$ cat config.mk
export PLATFORM = sky130hd
export DESIGN_NAME = id_ex_reg
export DESIGN_NICKNAME = d
export VERILOG_FILES = /design/src/rtl/id_ex_reg.sv
export SDC_FILE = /design/constraint.sdc
export NUM_CORES = 1
export LEC_CHECK = 0
export CORE_AREA = 2 2 270 272
export CTS_CLUSTER_DIAMETER = 150
export DETAILED_ROUTE_END_ITERATION = 7
export DIE_AREA = 0 0 272 274
export SLEW_MARGIN = 20
export SYNTH_ARGS = -nofsm -noshare
export SYNTH_HDL_FRONTEND = slang
export SYNTH_SLANG_ARGS = --single-unit
$ cat constraint.sdc
create_clock -name clk -period 1.4 [get_ports clk]
set_input_delay 0.21 -clock clk [delete_from_list [all_inputs] [get_ports clk]]
set_output_delay 0.21 -clock clk [all_outputs]
set_load 0.1 [all_outputs]
$ cat src/rtl/id_ex_reg.sv
`default_nettype none
// +----------------------------------------------------------------------------+
// | Module     : id_ex_reg                                                      |
// | Description: ID/EX pipeline register with operand forwarding, load-use     |
// |              bubble insertion, flush and memory-stall hold.                 |
// |              Optional perf counters enabled by macro ID_EX_PERF_CNT_EN.     |
// | Revision   : 1.0 - initial release                                         |
// +----------------------------------------------------------------------------+
module id_ex_reg (
  input  logic        clk,
  input  logic        rst,
  input  logic        valid_ID,
  input  logic [63:0] pc_ID,
  input  logic [63:0] imm_ID,
  input  logic [4:0]  rs1_addr_ID,
  input  logic [4:0]  rs2_addr_ID,
  input  logic [4:0]  rd_ID_in,
  input  logic        rf_wr_en_in,
  input  logic [2:0]  dm_rd_ctrl_in,
  input  logic [1:0]  dm_wr_ctrl_in,
  input  logic [3:0]  alu_ctrl_in,
  input  logic [63:0] rs1_data_rf,
  input  logic [63:0] rs2_data_rf,
  input  logic [63:0] forward_rs1_data,
  input  logic        forward_rs1_sel,
  input  logic [63:0] forward_rs2_data,
  input  logic        forward_rs2_sel,
  input  logic        flush,
  input  logic        mem_stall,
  output logic        valid_EX,
  output logic [63:0] pc_EX,
  output logic [63:0] imm_EX,
  output logic [63:0] rs1_data_EX,
  output logic [63:0] rs2_data_EX,
  output logic [4:0]  rd_EX,
  output logic        rf_wr_en_EX,
  output logic [2:0]  dm_rd_ctrl_EX,
  output logic [1:0]  dm_wr_ctrl_EX,
  output logic [3:0]  alu_ctrl_EX,
`ifdef ID_EX_PERF_CNT_EN
  output logic        stall_ID,
  output logic [31:0] bubble_cnt,
  output logic [31:0] stall_cnt
`else
  output logic        stall_ID
`endif
);

  localparam logic [0:0] c_RUN    = 1'b0;
  localparam logic [0:0] c_BUBBLE = 1'b1;

  logic [0:0]  r_state;
  logic [0:0]  w_state_next;
  logic        w_load_use;
  logic        w_bubble;
  logic [63:0] w_rs1_op;
  logic [63:0] w_rs2_op;

  logic        r_valid;
  logic [63:0] r_pc;
  logic [63:0] r_imm;
  logic [63:0] r_rs1;
  logic [63:0] r_rs2;
  logic [4:0]  r_rd;
  logic        r_wr_en;
  logic [2:0]  r_rd_ctrl;
  logic [1:0]  r_wr_ctrl;
  logic [3:0]  r_alu;

  // State register
  always_ff @(posedge clk) begin
    if (rst) r_state <= c_RUN;
    else     r_state <= w_state_next;
  end

  // Next-state: flush > mem_stall (hold) > load_use > run
  always_comb begin
    w_state_next = r_state;
    if (flush)           w_state_next = c_RUN;
    else if (mem_stall)  w_state_next = r_state;
    else if (w_load_use) w_state_next = c_BUBBLE;
    else                 w_state_next = c_RUN;
  end

  // In BUBBLE the load has moved on to MEM, so no second hazard is raised
  always_comb begin
    w_load_use = (r_state == c_RUN) && valid_ID && r_valid &&
                 (r_rd_ctrl != 3'd0) && (r_rd != 5'd0) &&
                 ((rs1_addr_ID == r_rd) || (rs2_addr_ID == r_rd));
    stall_ID   = (mem_stall || w_load_use) && !flush && !rst;
  end

  assign w_bubble = flush || (!mem_stall && w_load_use);

  // x0 always reads as zero, whatever the forwarding unit says
  assign w_rs1_op = (rs1_addr_ID == 5'd0) ? 64'h0 :
                    (forward_rs1_sel ? forward_rs1_data : rs1_data_rf);
  assign w_rs2_op = (rs2_addr_ID == 5'd0) ? 64'h0 :
                    (forward_rs2_sel ? forward_rs2_data : rs2_data_rf);

  always_ff @(posedge clk) begin
    if (rst || w_bubble) begin
      r_valid   <= 1'b0;
      r_pc      <= 64'h0;
      r_imm     <= 64'h0;
      r_rs1     <= 64'h0;
      r_rs2     <= 64'h0;
      r_rd      <= 5'd0;
      r_wr_en   <= 1'b0;
      r_rd_ctrl <= 3'd0;
      r_wr_ctrl <= 2'd0;
      r_alu     <= 4'd0;
    end else if (!mem_stall) begin
      r_valid   <= valid_ID;
      r_pc      <= pc_ID;
      r_imm     <= imm_ID;
      r_rs1     <= w_rs1_op;
      r_rs2     <= w_rs2_op;
      r_rd      <= rd_ID_in;
      r_wr_en   <= rf_wr_en_in;
      r_rd_ctrl <= dm_rd_ctrl_in;
      r_wr_ctrl <= dm_wr_ctrl_in;
      r_alu     <= alu_ctrl_in;
    end
  end

  assign valid_EX      = r_valid;
  assign pc_EX         = r_pc;
  assign imm_EX        = r_imm;
  assign rs1_data_EX   = r_rs1;
  assign rs2_data_EX   = r_rs2;
  assign rd_EX         = r_rd;
  assign rf_wr_en_EX   = r_wr_en;
  assign dm_rd_ctrl_EX = r_rd_ctrl;
  assign dm_wr_ctrl_EX = r_wr_ctrl;
  assign alu_ctrl_EX   = r_alu;

`ifdef ID_EX_PERF_CNT_EN
  logic [31:0] r_bubble_cnt;
  logic [31:0] r_stall_cnt;

  // Only bubbles actually inserted by a load-use hazard are counted
  always_ff @(posedge clk) begin
    if (rst) begin
      r_bubble_cnt <= 32'd0;
      r_stall_cnt  <= 32'd0;
    end else begin
      if (!flush && !mem_stall && w_load_use) r_bubble_cnt <= r_bubble_cnt + 32'd1;
      if (!flush && mem_stall)                r_stall_cnt  <= r_stall_cnt + 32'd1;
    end
  end

  assign bubble_cnt = r_bubble_cnt;
  assign stall_cnt  = r_stall_cnt;
`endif

endmodule
`default_nettype wire
Word level (Yosys, flattened, before mapping) --
Index checks and enable logic that the tools add are counted. Widths: inputs -> output; s select.
Word-level totals: bits in registers 273, bits of input ports 416, output and inout bits 273, logic and storage cells 39
Operators by class: equal/unequal tests 2, mux-type cells 5, bitwise logic cells 1, reductions and logical operators 20
Operators by type and width (number):
- $mux 64 | 4
- $eq 5x5->1 | 2
- $logic_not 5->1 | 2
- $logic_and 1x1->1 | 8
- $reduce_bool 5->1 | 1
- $logic_or 1x1->1 | 4
- $logic_not 1->1 | 3
- $reduce_bool 3->1 | 1
- $reduce_or 2->1 | 1
- $mux 1 | 1
- $not 1->1 | 1

Logic depth before layout (Yosys ltp) --
Gate-level depths: netlist of the first run.
depth after elaboration 9, gate-level depth with buffers 7, mapped depth without buffers 4

Least setup slack after synthesis of the first run --
Ideal clock, no wire load.
path type register -> output, from register r_rd[4], in the netlist rd_EX[4], to output stall_ID, arrival time 2.269 ns, required time 1.190 ns, path slack -1.079 ns, stages on the path, launching flop included 6, path buffers 1, cells stage by stage dfxtp_1 > nor3_1 > a211o_1 > clkbuf_1 > inv_1 > a31o_2
Between the ends: cells in the longest elaborated chain, start to end 6, elaborated cells on any way between the ends 9, classes of those cells eq/ne: 2; reduce/logical: 7
Ends and longest elaborated chain:
- from (decl) | line 64 | logic [4:0] r_rd;
- from (signal assigned) | line 119 | r_rd <= rd_ID_in;
- $eq 5x5->1 / $reduce_bool 5->1 (equally long branches) | line 89, 88
- $logic_or 1x1->1 / $logic_and 1x1->1 (equally long branches) | line 89, 88
- $logic_and 1x1->1 (*) | line 88 | (r_rd_ctrl != 3'd0) && (r_rd != 5'd0) &&
- $logic_or 1x1->1 (*) | line 90 | stall_ID = (mem_stall || w_load_use) && !flush && !rst;
- $logic_and 1x1->1 (*) (2 in a row) | line 90
- to (decl) | line 45 | output logic stall_ID
Every way passes the cells marked *; elsewhere a longest branch is shown, timed or not.

Final worst setup path of the first run --
from register r_rd[1], in the netlist rd_EX[1], to output stall_ID
Same word-level chain as after synthesis.

==> results of run 1 <==
## worst paths after layout
check                              from                             to  slack [ns]  depth (start not counted)
setup reg to reg  rd_EX[3]$_SDFFE_PP0N_    rs2_data_EX[0]$_SDFFE_PP0N_       -0.59                          9
hold reg to reg    r_state$_SDFFE_PP0N_           r_state$_SDFFE_PP0N_        0.52                          1
setup / recovery  rd_EX[1]$_SDFFE_PP0N_                       stall_ID       -0.66                          6
hold / removal         dm_rd_ctrl_in[0]  dm_rd_ctrl_EX[0]$_SDFFE_PP0N_        0.24                          3
## critical path: stages (launching register included)
cell	delay, ns
dfxtp_4	0.42
xnor2_2	0.13
nand3_2	0.11
o22ai_4	0.22
buf_12	0.13
a31o_4	0.14
buf_12	0.17
## sequential cells by signal, summed over array words and instances (netlist names), 2 cells and up
register	flops
rd_EX	5
alu_ctrl_EX	4
rs2_data_EX	64
pc_EX	64
rs1_data_EX	64
dm_rd_ctrl_EX	3
imm_EX	64
dm_wr_ctrl_EX	2
## power by group
| group | total, W | switching, W | internal (W) |
|---|---|---|---|
| combinational | 0.00955 | 0.00559 | 0.00396 |
| sequential | 0.00893 | 0.000628 | 0.00830 |
| clock | 0.00880 | 0.00354 | 0.00526 |
## area by class of cell
class,count,area (µm²)
fillers,6923,45620
repair buffers,835,11640
flip-flops and latches,273,5500
well taps,959,1200
diodes,1,2.502
clock buffers,50,1023
clock inverters,10,87.58
inverters,1,6.256
multi-input cells,973,6889
## cell usage after synthesis (all sizes together)
library cell / count / area share (%)
o22ai: 1 / 0.050
and2: 1 / 0.050
inv: 1 / 0.030
a31o: 1 / 0.069
dfxtp: 273 / 43
nand2: 274 / 8.1
nand3b: 1 / 0.059
clkbuf: 110 / 3.3
a32oi: 272 / 19
or4: 2 / 0.12
mux2: 128 / 11
buf: 55 / 2.6
nor2: 2 / 0.059
nor3: 3 / 0.12
a32o: 1 / 0.079
o21a: 2 / 0.12
a211o: 1 / 0.069
nand3: 2 / 0.079
xnor2: 10 / 0.69
o21ai: 272 / 11
## cell families (layout without fill, tap and decap cells)
group	Yosys count	after routing
buffers and inverters	166	896
multiplexers	128	128
AO/OA/AOI/OAI	550	550
flip-flops	273	273
XOR/XNOR	10	10
other	0	1
AND/OR/NAND/NOR	285	285
## metal layers
layer,GRT usage (%),vias up,routed length (µm)
met2,24.95,551,29000
met3,5.526,88,5363
li1,-,6805,-
met1,16.78,6723,23220
met4,4.323,4,1545
met5,0,-,27
## metrics by stage
stage | setup WS (ns) | cells | total power (W)
after CTS | -0.7605 | 3081 | 0.02750
after global placement | -0.7910 | 2998 | 0.01827
final | -0.6602 | 3102 | 0.02728
after floorplan | -0.2985 | 1412 | 0.01390
after detailed placement | -0.8468 | 2998 | 0.01838
after global routing | -0.7678 | 3102 | 0.02830
## timing repair
item	in CTS	in global routing
setup endpoints to repair	297	298
setup buffers	10	16
gates resized for setup	91	146
gates cloned	13	6
pin swaps	41	63
==> flow_summary.yaml, run 1 <==
pwr:
  cellLeakagePower_nw: 9.515
  vdd_drop_max_v: 0.0008189
  cellPowerDensity_mw_per_mm2: 1035
synthesis:
  synth_fp_nets: 1828
  yosysSeqAreaShare_pct: 43.29
  syn_inst: 1412
  ys_seq_elements: 273
  synth_top_family_by_area: "compound AO/OA/AOI/OAI gates"
  ys.warnings.count: 0
  synth_compound_area_share_pct: 30.04
  synthMuxAreaShare_pct: 11.42
  ys_types: 23
  syn-cell-area_mm2: 0.01262
  synth_area_per_cell_um2: 8.940
  synth_fa_ha_area_share_pct: 0
  yosys.area_share.simple_pct: 8.633
  synth_xor_area_share_pct: 0.6938
critical_path:
  required_ns: 1.19
  end_kind: "primary output"
  path_class: "reg2out"
  cp.arrival_ns: 1.85
  crit_path_max_fanout: 5
  worst_setup_path_start_kind: "register"
cells_and_area:
  synthToLayoutAreaGrowth_pct: 108.7
  utilization_pct: 36.61
  drive_gt1_share_pct: 31.70
  final_common_cell: "clkdlybuf4s50_1"
  nets: 2534
  design_area_mm2: 0.02635
  final_cell_mix: "clkdlybuf4s50_1, buf_12, nand2_1"
place:
  post_dp_cell_area_mm2: 0.02389
  place_congestion: 0.7966
  numPortBuffers: 688
  hpwl_um: 42620
sta:
  slew_headroom_pct: 69.54
  skew_ns: 0.02363
  rsz0062_at_grt: "yes"
  finalHoldViolations: 0
  fin_crit_sh_pct: 147.2
  fin_crit_ns: 2.060
  tns_ns: -135.46
  timing.hold.ws_ns: 0.2415
  tightestPinTransition_ns: 0.4569
  drv_slew: 0
  layout_setup_ws_ns: -0.6602
  finalSetupViolations: 286
  fmax_mhz: 485.4
clocking:
  cts_max_level: 2
  cts_buffers: 34
  clk_pin_slew_ns: 0.06
  cts_tree: "built"
  ctsLongestPathBuffers: 3
  hold_buffers: 0
  clk_latency_ns: 0.53
  clock_sinks: 273
  cts-root-buf: "clkbuf_16"
global_routing:
  grt_antenna_before_repair: 5
  grtUsageTotal_pct: 14.55
  grt_pass1_vias: 14140
  overflow: 0
  grt_start_max_net_pins: 77
  grt_pass1_wl_um: 85060
die:
  die_x_um: 272
  fp.dieH_um: 274
  core_mm2: 0.07197
  io-pin-count: 689
  fp-row-count: 99
  dieArea_mm2: 0.07453
  initial_core_util_pct: 17.54
detailed_routing:
  drt_iter0_drc: 789
  finalWirelength_um: 59150
  dr.pass1.iters: 5
  ant_nets: 0
  vias: 14170
  vias_per_cell: 4.568
  wl_per_cell_um: 19.07
  drc: 0
run:
  maxCapViolations: 0
worst_hold_path:
  min_path_type: "in2reg"
run_status:
  violations: "negative setup slack"
  outcome: "finished with violations"
(Power assumes the default switching activity.)
==> inputs of run 2 (changes only) <==
--- a/config.mk
+++ b/config.mk
@@ -5,10 +5,11 @@
 export SDC_FILE = /design/constraint.sdc
 export NUM_CORES = 1
 export LEC_CHECK = 0
-export CORE_AREA = 2 2 270 272
+export ABC_AREA = 1
+export CORE_AREA = 2 2 264 266
 export CTS_CLUSTER_DIAMETER = 150
 export DETAILED_ROUTE_END_ITERATION = 7
-export DIE_AREA = 0 0 272 274
+export DIE_AREA = 0 0 266 268
 export SLEW_MARGIN = 20
 export SYNTH_ARGS = -nofsm -noshare
 export SYNTH_HDL_FRONTEND = slang
==> run 2 against run 1 <==
The flow still finishes with violations (negative setup slack). Die area is 4.3% lower. Total power is 10% lower. Synthesized area is 7.1% lower. Critical path type is now reg2reg. Clock skew is 0.0024 ns lower. Sequential share of layout area hardly changed.
==> flow_summary.yaml, run 2 <==
pwr:
  cellLeakagePower_nw: 10.80
  vdd_drop_max_v: 0.001065
  sequentialPowerShare_pct: 34.3
  finalPower_w: 0.02444
  p_switching_w: 0.007859
  combPwrFrac_pct: 30.1
  swShare_pct: 32.16
  pwr-share-clk_pct: 35.6
  internal_power_w: 0.01658
  cellPowerDensity_mw_per_mm2: 926.1
critical_path:
  critPathLaunch: "rd_EX[4]$_SDFFE_PP0N_"
  reg2reg_slack_ns: -0.80
  required_ns: 1.86
  path_class: "reg2reg"
  r2r_end: "rs1_data_EX[20]$_SDFFE_PP0N_"
  r2r-start: "rd_EX[4]$_SDFFE_PP0N_"
  worst_setup_path_start_kind: "register"
  setup.worst_path.end: "rs1_data_EX[20]$_SDFFE_PP0N_"
  cp.arrival_ns: 2.67
  crit_path_max_fanout: 8
  end_kind: "register"
  r2r_cells: 13
sta:
  drv_slew: 0
  fin_crit_ns: 2.204
  tns_ns: -206.33
  slew_headroom_pct: 74.43
  layout_setup_ws_ns: -0.8040
  fin_crit_sh_pct: 157.4
  fmax_mhz: 453.7
  tightestPinTransition_ns: 0.3796
  finalSetupViolations: 282
  skew_ns: 0.02124
  rsz0062_at_grt: "yes"
  finalHoldViolations: 0
synthesis:
  synth_top_area_share_pct: 46.61
  async_flop_share_pct: 0
  syn_inst: 1437
  synth-edff-count: 0
  synthTopCellsByArea: "dfxtp_1, mux2i_1, nor2_1"
  synth_area_per_cell_um2: 8.160
  ys_seq_elements: 273
  ys.warnings.count: 0
  ys_types: 19
  yosys.area.top_type: "dfxtp_1"
  synth-main-ff-cell: "dfxtp_1"
  yosysSeqAreaShare_pct: 46.61
  synth_fp_nets: 1853
  yosysMostFrequentCell: "nor2_1"
  syn-cell-area_mm2: 0.01173
  yosys-top-cells-count: "nor2_1, nand2_1, dfxtp_1, mux2i_1, o21ai_0"
clocking:
  cts_max_level: 2
  cts_buffers: 34
  clock_sinks: 273
  ctsLongestPathBuffers: 3
  cts_tree: "built"
  cts-root-buf: "clkbuf_16"
  clk_pin_slew_ns: 0.06
  clk_latency_ns: 0.54
  hold_buffers: 0
global_routing:
  grtUsageTotal_pct: 13.40
  grt_start_max_net_pins: 65
  overflow: 0
  grt_pass1_vias: 11960
  grt_antenna_before_repair: 11
  grt_pass1_wl_um: 72830
die:
  initial_core_util_pct: 17.19
  die_x_um: 266
  fp.dieH_um: 268
  fp-row-count: 96
  io-pin-count: 689
  core_mm2: 0.06823
  dieArea_mm2: 0.07129
detailed_routing:
  drc: 0
  drt_iter0_drc: 408
  wl_per_cell_um: 17.07
  ant_nets: 0
  finalWirelength_um: 52920
  dr.pass1.iters: 4
  vias_per_cell: 4.004
  vias: 12410
cells_and_area:
  synthToLayoutAreaGrowth_pct: 125.0
  nets: 2606
  regArea_mm2: 0.005497
  final_common_cell: "clkdlybuf4s50_1"
  n_fill_cell: 6640
  utilization_pct: 38.68
  drive_gt1_share_pct: 33.86
  final_cell_mix: "clkdlybuf4s50_1, buf_12, nand2_1"
  design_area_mm2: 0.02639
  multi_input_area_mm2: 0.006770
place:
  place_congestion: 0.7676
  post_dp_cell_area_mm2: 0.02300
  hpwl_um: 38900
  numPortBuffers: 688
  pre_cts_ws_ns: -0.7825
run_status:
  violations: "negative setup slack"
  outcome: "finished with violations"
run:
  maxCapViolations: 0
worst_hold_path:
  min_path_type: "in2reg"
  hold_depth: 4
## run 2: cell count changes after synthesis, sizes merged, moves of 4 or more
cell / change
o21ai: -144
clkbuf: -53
mux2i: +144
mux2: -64
xnor2: -8
a32oi: -272
nor2: +283
buf: -5
inv: +77
nand3: +4
nand2: +7
o211ai: +64
## run 2: worst min-delay path by stage
stage	startpoint	to	slack, ns
finish	mem_stall	r_state$_SDFFE_PP0N_	0.23
global route	mem_stall	r_state$_SDFFE_PP0N_	0.21
CTS	mem_stall	r_state$_SDFFE_PP0N_	0.19
detailed placement	r_state$_SDFFE_PP0N_	r_state$_SDFFE_PP0N_	0.47
global placement	r_state$_SDFFE_PP0N_	r_state$_SDFFE_PP0N_	0.47
floorplan	dm_rd_ctrl_in[0]	dm_rd_ctrl_EX[0]$_SDFFE_PP0N_	0.37
## run 2: routing by layer
layer | track usage (%) | up-vias | wire, µm
li1 | - | 6177 | -
met1 | 14.47 | 5690 | 19740
met2 | 23.51 | 454 | 26570
met3 | 6.231 | 77 | 5321
met4 | 3.644 | 14 | 1206
met5 | 0 | - | 79
## run 2: cells by family (layout without fill, tap and decap cells)
| group | count (synthesis) | after routing | share of synthesized area (%) |
|---|---|---|---|
| AOI/OAI and AO/OA | 195 | 195 | 9.710 |
| muxes | 208 | 208 | 18.44 |
| and+or+nand+nor | 574 | 574 | 18.46 |
| xor gates and xnor gates | 2 | 2 | 0.1494 |
| DFF | 273 | 273 | 46.61 |
| other | 0 | 3 | 0 |
| buffers and inverters | 185 | 963 | 6.637 |
## run 2: layout make-up
class / instances / share of cell area (%)
repair buffers: 824 / 43.98
multi-input cells: 979 / 25.66
flip-flops and latches: 273 / 20.83
well taps: 882 / 4.182
clock buffers: 51 / 3.807
inverters: 78 / 1.138
clock inverters: 10 / 0.3793
diodes: 3 / 0.02845
## run 2: power by group through the flow
stage / clock, W / sequential, W / combinational, W
after floorplan: 0 / 0.0105 / 0.00143
after global placement: 0 / 0.00855 / 0.00658
after detailed placement: 0 / 0.00856 / 0.00660
after CTS: 0.00908 / 0.00839 / 0.00679
after global routing: 0.00938 / 0.00842 / 0.00772
final: 0.00870 / 0.00839 / 0.00735
## run 2: per-stage QoR
stage | hold slack (ns) | instances
floorplan | 0.3681 | 1437
global placement | 0.4693 | 2992
detailed placement | 0.4691 | 2992
CTS | 0.1906 | 3073
finish | 0.2281 | 3100
global route | 0.2094 | 3098
## run 2: worst max-delay path, stage by stage, from the launching register on
cell	delay, ns
dfxtp_4	0.37
buf_6	0.12
buf_4	0.13
nor3_4	0.19
nor2_2	0.07
buf_4	0.14
buf_4	0.11
buf_4	0.12
buf_4	0.13
nand3_4	0.10
nand2_8	0.15
buf_16	0.21
clkbuf_16	0.19
nor2_2	0.08
## run 2: repair_timing
item	in CTS	in global routing
cloned	9	21
endpoints found under the hold margin	0	0
resized for setup	60	342
buffers inserted	13	3
endpoints found under the setup margin	299	299
pin swaps	13	11
